## src/rtl/country_car_sensor_pkg.sv

```systemverilog
// Shared definitions for the country-road sensor and the intersection controller.
// Latency: n/a (types, constants and a helper only).
// Backpressure: n/a.
package country_car_sensor_pkg;

   // Light code driven by the intersection signal controller
   typedef logic [1:0] light_t;

   localparam light_t RED    = 2'd0;
   localparam light_t YELLOW = 2'd1;
   localparam light_t GREEN  = 2'd2;

   localparam logic TRUE  = 1'b1;
   localparam logic FALSE = 1'b0;

   // Only the exact GREEN code counts as green; the unused code 3 is not green
   function automatic logic is_green(input light_t code);
      return (code == GREEN);
   endfunction

endpackage

```

## src/rtl/country_car_sensor_loop_debounce.sv

```systemverilog
// Inductive-loop conditioner: 2-flop synchronizer, run-length debounce, rise pulse.
// Latency: a stable raw change moves level (and pulses rise) DEB_CYCLES+2 edges after first sample.
// Backpressure: none; rise is a single-cycle pulse and must be consumed when it appears.
module loop_debounce
   import country_car_sensor_pkg::*;
#(
   parameter int DEB_CYCLES = 4
) (
   input  logic clock,
   input  logic clear,
   input  logic raw,
   output logic level,
   output logic rise
);

   // Run counter only needs to reach DEB_CYCLES-1; the flip happens on the following sample
   localparam int RUN_W = (DEB_CYCLES > 1) ? $clog2(DEB_CYCLES) : 1;
   localparam logic [RUN_W-1:0] RUN_LAST = RUN_W'(DEB_CYCLES - 1);

   logic             sync1;
   logic             sync2;
   logic [RUN_W-1:0] run;

   // Bring the asynchronous loop signal into the clock domain
   always_ff @(posedge clock or posedge clear) begin
      if (clear) begin
         sync1 <= FALSE;
         sync2 <= FALSE;
      end else begin
         sync1 <= raw;
         sync2 <= sync1;
      end
   end

   // Accept a new level only after DEB_CYCLES consecutive disagreeing samples;
   // any agreeing sample restarts the run, and only 0->1 flips emit a pulse
   always_ff @(posedge clock or posedge clear) begin
      if (clear) begin
         level <= FALSE;
         rise  <= FALSE;
         run   <= '0;
      end else begin
         rise <= FALSE;
         if (sync2 != level) begin
            if (run == RUN_LAST) begin
               level <= sync2;
               rise  <= sync2;
               run   <= '0;
            end else begin
               run <= run + 1'b1;
            end
         end else begin
            run <= '0;
         end
      end
   end

endmodule

```

## src/rtl/country_car_sensor.sv

```systemverilog
// Country-road car tracker: debounced entry/exit loops, waiting-car count, X request, stale watchdog.
// Latency: stable raw rise -> car_count/X update DEB_CYCLES+3 edges later; flush acts on the TIMEOUT-th stale edge.
// Backpressure: none; events are never stalled. Optional stuck-loop detector built with `define SENSOR_FAULT_EN.
module country_car_sensor
   import country_car_sensor_pkg::*;
#(
   parameter int DEB_CYCLES   = 4,
   parameter int CNT_W        = 4,
   parameter int TIMEOUT      = 64,
   parameter int FAULT_CYCLES = 1024
) (
   input  logic             clock,
   input  logic             clear,
   input  logic             arrive_raw,
   input  logic             depart_raw,
   input  logic [1:0]       cntry,
   output logic             X,
   output logic [CNT_W-1:0] car_count,
   output logic             overflow,
   output logic             stale_flush,
   output logic             loop_fault
);

   localparam logic [CNT_W-1:0] CNT_MAX = '1;
   localparam int               WD_W    = (TIMEOUT > 1) ? $clog2(TIMEOUT) : 1;
   localparam logic [WD_W-1:0]  WD_LAST = WD_W'(TIMEOUT - 1);

   logic             arrive_level;
   logic             arrive_evt;
   logic             depart_level;
   logic             depart_evt;

   logic [WD_W-1:0]  wd;
   logic [WD_W-1:0]  wd_next;
   logic             flush;
   logic [CNT_W-1:0] cnt_next;
   logic             ovf_next;
   logic             fault_next;

   loop_debounce #(
      .DEB_CYCLES (DEB_CYCLES)
   ) u_arrive (
      .clock (clock),
      .clear (clear),
      .raw   (arrive_raw),
      .level (arrive_level),
      .rise  (arrive_evt)
   );

   loop_debounce #(
      .DEB_CYCLES (DEB_CYCLES)
   ) u_depart (
      .clock (clock),
      .clear (clear),
      .raw   (depart_raw),
      .level (depart_level),
      .rise  (depart_evt)
   );

   // The exit level itself is not needed (only its rise); the entry level feeds the fault detector when built
   logic unused_levels;
   assign unused_levels = arrive_level ^ depart_level;

   // Next-state for watchdog and counter: a flush beats any arrival; coincident arrive+depart cancel out
   always_comb begin
      flush    = FALSE;
      wd_next  = '0;
      cnt_next = car_count;
      ovf_next = overflow;

      if (is_green(cntry) && (car_count != '0) && !depart_evt) begin
         if (wd == WD_LAST) begin
            flush = TRUE;
         end else begin
            wd_next = wd + 1'b1;
         end
      end

      if (flush) begin
         cnt_next = '0;
      end else if (arrive_evt && !depart_evt) begin
         if (car_count == CNT_MAX) begin
            ovf_next = TRUE;
         end else begin
            cnt_next = car_count + 1'b1;
         end
      end else if (depart_evt && !arrive_evt) begin
         if (car_count != '0) begin
            cnt_next = car_count - 1'b1;
         end
      end
   end

`ifdef SENSOR_FAULT_EN
   localparam int              FC_W    = (FAULT_CYCLES > 1) ? $clog2(FAULT_CYCLES) : 1;
   localparam logic [FC_W-1:0] FC_LAST = FC_W'(FAULT_CYCLES - 1);

   logic [FC_W-1:0] fault_cnt;
   logic            fault_q;

   // Entry loop stuck high for FAULT_CYCLES edges latches the fault until clear
   assign fault_next = fault_q | (arrive_level && (fault_cnt == FC_LAST));
   assign loop_fault = fault_q;

   // Measure how long the debounced entry level has been continuously high
   always_ff @(posedge clock or posedge clear) begin
      if (clear) begin
         fault_cnt <= '0;
         fault_q   <= FALSE;
      end else begin
         fault_q <= fault_next;
         if (arrive_level) begin
            if (fault_cnt != FC_LAST) begin
               fault_cnt <= fault_cnt + 1'b1;
            end
         end else begin
            fault_cnt <= '0;
         end
      end
   end
`else
   assign fault_next = FALSE;
   assign loop_fault = FALSE;
`endif

   // Register count, request and status; X follows the new count (or the fail-safe fault)
   always_ff @(posedge clock or posedge clear) begin
      if (clear) begin
         car_count   <= '0;
         overflow    <= FALSE;
         stale_flush <= FALSE;
         X           <= FALSE;
         wd          <= '0;
      end else begin
         car_count   <= cnt_next;
         overflow    <= ovf_next;
         stale_flush <= flush;
         X           <= fault_next | (cnt_next != '0);
         wd          <= flush ? '0 : wd_next;
      end
   end

endmodule

```

## config.mk

```make
export PLATFORM = sky130hd
export DESIGN_NAME = country_car_sensor
export DESIGN_NICKNAME = d
export VERILOG_FILES = /design/src/rtl/country_car_sensor_pkg.sv /design/src/rtl/country_car_sensor_loop_debounce.sv /design/src/rtl/country_car_sensor.sv
export SDC_FILE = /design/constraint.sdc
export NUM_CORES = 1
export LEC_CHECK = 0
export ABC_AREA = 1
export BUFFER_PORTS_ARGS = -buffer_cell sky130_fd_sc_hd__buf_2
export CELL_PAD_IN_SITES_DETAIL_PLACEMENT = 0
export CELL_PAD_IN_SITES_GLOBAL_PLACEMENT = 1
export CORE_MARGIN = 5
export CORE_UTILIZATION = 42
export CTS_BUF_LIST = sky130_fd_sc_hd__clkbuf_16
export DETAILED_ROUTE_END_ITERATION = 16
export PLACE_DENSITY_LB_ADDON = 0.25
export SYNTH_ARGS = -nofsm -noshare
export SYNTH_HDL_FRONTEND = slang
export SYNTH_HIERARCHICAL = 1
export SYNTH_SLANG_ARGS = --single-unit
```

## constraint.sdc

```tcl
create_clock -name clock -period 2.2 [get_ports clock]
set_clock_uncertainty 0.2 [all_clocks]
set_input_delay 0.11 -clock clock [delete_from_list [all_inputs] [get_ports clock]]
set_output_delay 0.11 -clock clock [all_outputs]
set_load 0.1 [all_outputs]
```

==> summary.txt <==
Outcome
  – Run status: complete, no violations

Placement
  – Post-place instance area: 0.00137 mm2
  – Pre-CTS WS: 0.492 ns
  – Buffers added on ports: 12
  – GP Congestion: 0.768
  – Final HPWL DP: 1.71 mm

Cells and area
  – Most frequent standard cell in the layout excluding fill and tap cells: nand2_1
  – Fraction of layout instances using a drive strength above 1: 20.2%
  – Count of filler cells inserted in the layout: 303
  – Non-Filler Cell Area, Final: 0.00148 mm2
  – Ant. Diodes: 0
  – Commonest cells after routing, fill and taps aside: nand2_1 (34), inv_1 (25), dfrtp_1 (23), nor2_1 (18), buf_2 (12)
  – Area Growth Syn to Fin: 16.1%
  – # nets final: 180

Worst setup path
  – Critical-path cell with the highest stage delay: dfrtp_2
  – Cell count of the worst reg-to-reg path: 9
  – Worst reg-to-reg setup slack: 0.48 ns
  – Capturing point of the worst reg2reg path: X
  – Launching element of the worst setup path: car_count[1]
  – WP data arrival: 1.66 ns
  – Critical Path Sink Type: flip-flop
  – Cells along the critical path: inv_1, ha_1, nand2_1, nor2_1, nor2_1, nand2_1, nand3_1, a21oi_1, nand2_1
  – Maximum fanout along the worst path: 6
  – Worst path required time: 2.14 ns
  – Crit Path Class: reg -> reg
  – Cell repeated most along the worst path: nand2_1
  – Critical register-to-register path startpoint: car_count[1]
  – Largest stage delay on the critical path: 0.44 ns
  – Startpoint class of the critical path: flip-flop

STA
  – Final total negative setup slack: 0 ns
  – Crit path setup slack, layout: 0.482 ns
  – Actual slew at the worst max-slew pin: 0.504 ns
  – Final hold violation count: 0
  – Achievable clock frequency: 582 MHz
  – Final Cycle Share: 78.1%
  – Setup repair after global routing missed its margin: false
  – Final max-slew violation count: 0
  – Setup violations, final: 0
  – Slew headroom: 66.4%
  – Min Hold Slack: 0.0348 ns
  – Final critical-path required period: 1.72 ns

Die
  – Placeable core area: 0.00298 mm2
  – Die X: 65.1 um
  – I/O pin count: 14
  – Die height: 65.1 um
  – Initial core utilization: 42.8%
  – Cell Rows: 20
  – Die area: 0.00423 mm2

Worst hold path
  – Tightest Hold Check Type: in -> reg
  – Instance count along the most critical hold path: 5
  – Worst Hold Path EP: stale_flush
  – Startpoint of the most critical hold path: cntry[1]

Global route
  – Global-route wire length before repair: 3.80 mm
  – Number of global-route vias before repair: 919
  – Overall fraction of global-route tracks in use: 11.6%
  – Sum of overflow across all layers after global routing: 0
  – Antenna violations before repair: 0
  – Maximum number of pins on one net before global-route repair: 14

Synth
  – Count of cell types in the netlist: 23
  – Gate count of the mapped netlist: 150
  – Synthesis-stage register bit count: 25
  – Avg Inst Size Synth: 8.49 um2
  – Post-synthesis instance area: 0.00127 mm2
  – Yosys synthesis warning count: 6
  – Register area share after synthesis: 49.1%
  – Post-Synthesis Net Count: 161

Routing
  – Total wirelength of the detailed-routed design: 2.18 mm
  – Wire length per cell after detailed routing: 10.8 um
  – DR pass1 iterations: 4
  – DRC violation total after the first TritonRoute iteration: 41
  – Post-route antenna net violation count: 0
  – Post-detailed-route via-to-cell ratio: 4.63
  – Total number of vias: 931
  – Count of unresolved DRC violations after routing: 0

Power
  – Sequential group share of total power: 34.9%
  – Comb pwr share: 45.0%
  – Total power draw: 1.95 mW
  – Static leakage: 0.783 nW
  – Switching power: 0.924 mW
  – Worst IR drop on VDD: 0.473 mV
  – Part of the total power dissipated in the clock network: 20.0%
  – Fraction of power spent switching nets: 47.4%
  – Power density relative to cell area: 1320 mW/mm2
  – Internal power summed over all cells: 1.02 mW

Clocking
  – CTS tree: built
  – Number of CTS-inserted buffers: 3
  – Clock-pin slew on the worst setup and hold paths: 0.06 ns
  – Number of H-tree levels: 1
  – Root buffer cell: clkbuf_16
  – Post CTS Setup Buffer Count: 0
  – Maximum number of buffers from clock root to sink: 2
  – Total number of clock tree sinks: 25
  – Clock network latency to the later pin of the worst-skew pair: 0.25 ns

Flow run
  – Max-cap viol count: 0
-- power groups by stage --
stage               Combinational, mW  Clock [mW]  Sequential, mW
global route                    0.957       0.418           0.703
CTS                             0.886       0.403           0.683
detailed placement              0.880           0           0.691
finish                          0.877       0.390           0.681
floorplan                       0.390           0            1.03
global placement                0.874           0           0.683
-- per-layer routing --
layer / global-route usage, % / routed length [um]
met1: 13.6 / 969
met2: 20.1 / 1050
met5: 0 / 0
met3: 3.47 / 140
met4: 3.89 / 11
-- how the worst max path moves through the flow --
stage / endpoint / slack [ns] / depth (start not counted)
detailed placement: X / 0.49 / 9
global placement: X / 0.51 / 9
global route: X / 0.34 / 9
finish: X / 0.48 / 9
CTS: X / 0.47 / 9
floorplan: X / 0.13 / 7
-- registers in the layout, summed over array words and instances, names as in the netlist, 2 cells and up --
| signal | cells |
|---|---|
| car_count | 4 |
| u_arrive/run | 2 |
| u_depart/run | 2 |
| wd | 6 |
-- metrics by stage --
step           utilization (%)  instances
4_1_cts                   49.7        201
3_3_place_gp              46.0        194
6_report                  49.7        201
3_5_place_dp              46.0        194
5_1_grt                   49.7        201
2_1_floorplan                -        150
-- kinds of logic after synthesis --
family	Yosys count	synth area share, %
compound gates	6	2.55
xor+xnor	3	2.06
fa+ha+maj	5	4.91
buf+inv	28	8.55
flops	25	49.1
other cells	1	0.294
simple gates	82	32.5
-- worst max-delay path, delay by kind of cell, from the launching register on --
kind	cells	cell delay, ns
buf+inv	1	0.11
flops	1	0.44
simple gates	6	0.45
compound gates	1	0.16
fa+ha+maj	1	0.24
-- Yosys cell counts, drive strengths merged --
cell type / number / area share (%)
a21o: 1 / 0.59
a21oi: 1 / 0.39
buf: 1 / 0.59
conb: 1 / 0.29
dfrtp: 25 / 49
ha: 5 / 4.9
inv: 27 / 8.0
nand2: 38 / 12
nand3: 15 / 8.1
nand4: 1 / 0.49
nor2: 24 / 9.4
nor3b: 2 / 1.2
o21ai: 4 / 1.6
or2: 2 / 0.98
xnor2: 1 / 0.69
xor2: 2 / 1.4
-- layout make-up --
type / instances / area, um2 / share of cell area (%)
Sequential cell: 25 / 628 / 42.5
Multi-Input combinational cell: 97 / 539 / 36.5
Inverter: 27 / 101 / 6.85
Timing Repair Buffer: 15 / 90.1 / 6.09
Clock buffer: 3 / 75.1 / 5.08
Tap cell: 33 / 41.3 / 2.79
Clock inverter: 1 / 3.75 / 0.254
-- timing repair --
item                      in CTS  in global routing
hold buffers                   3                  0
gates resized for setup        0                  0
hold endpoints to repair      27                  0
No activity file was read; power rests on OpenSTA's default activity.
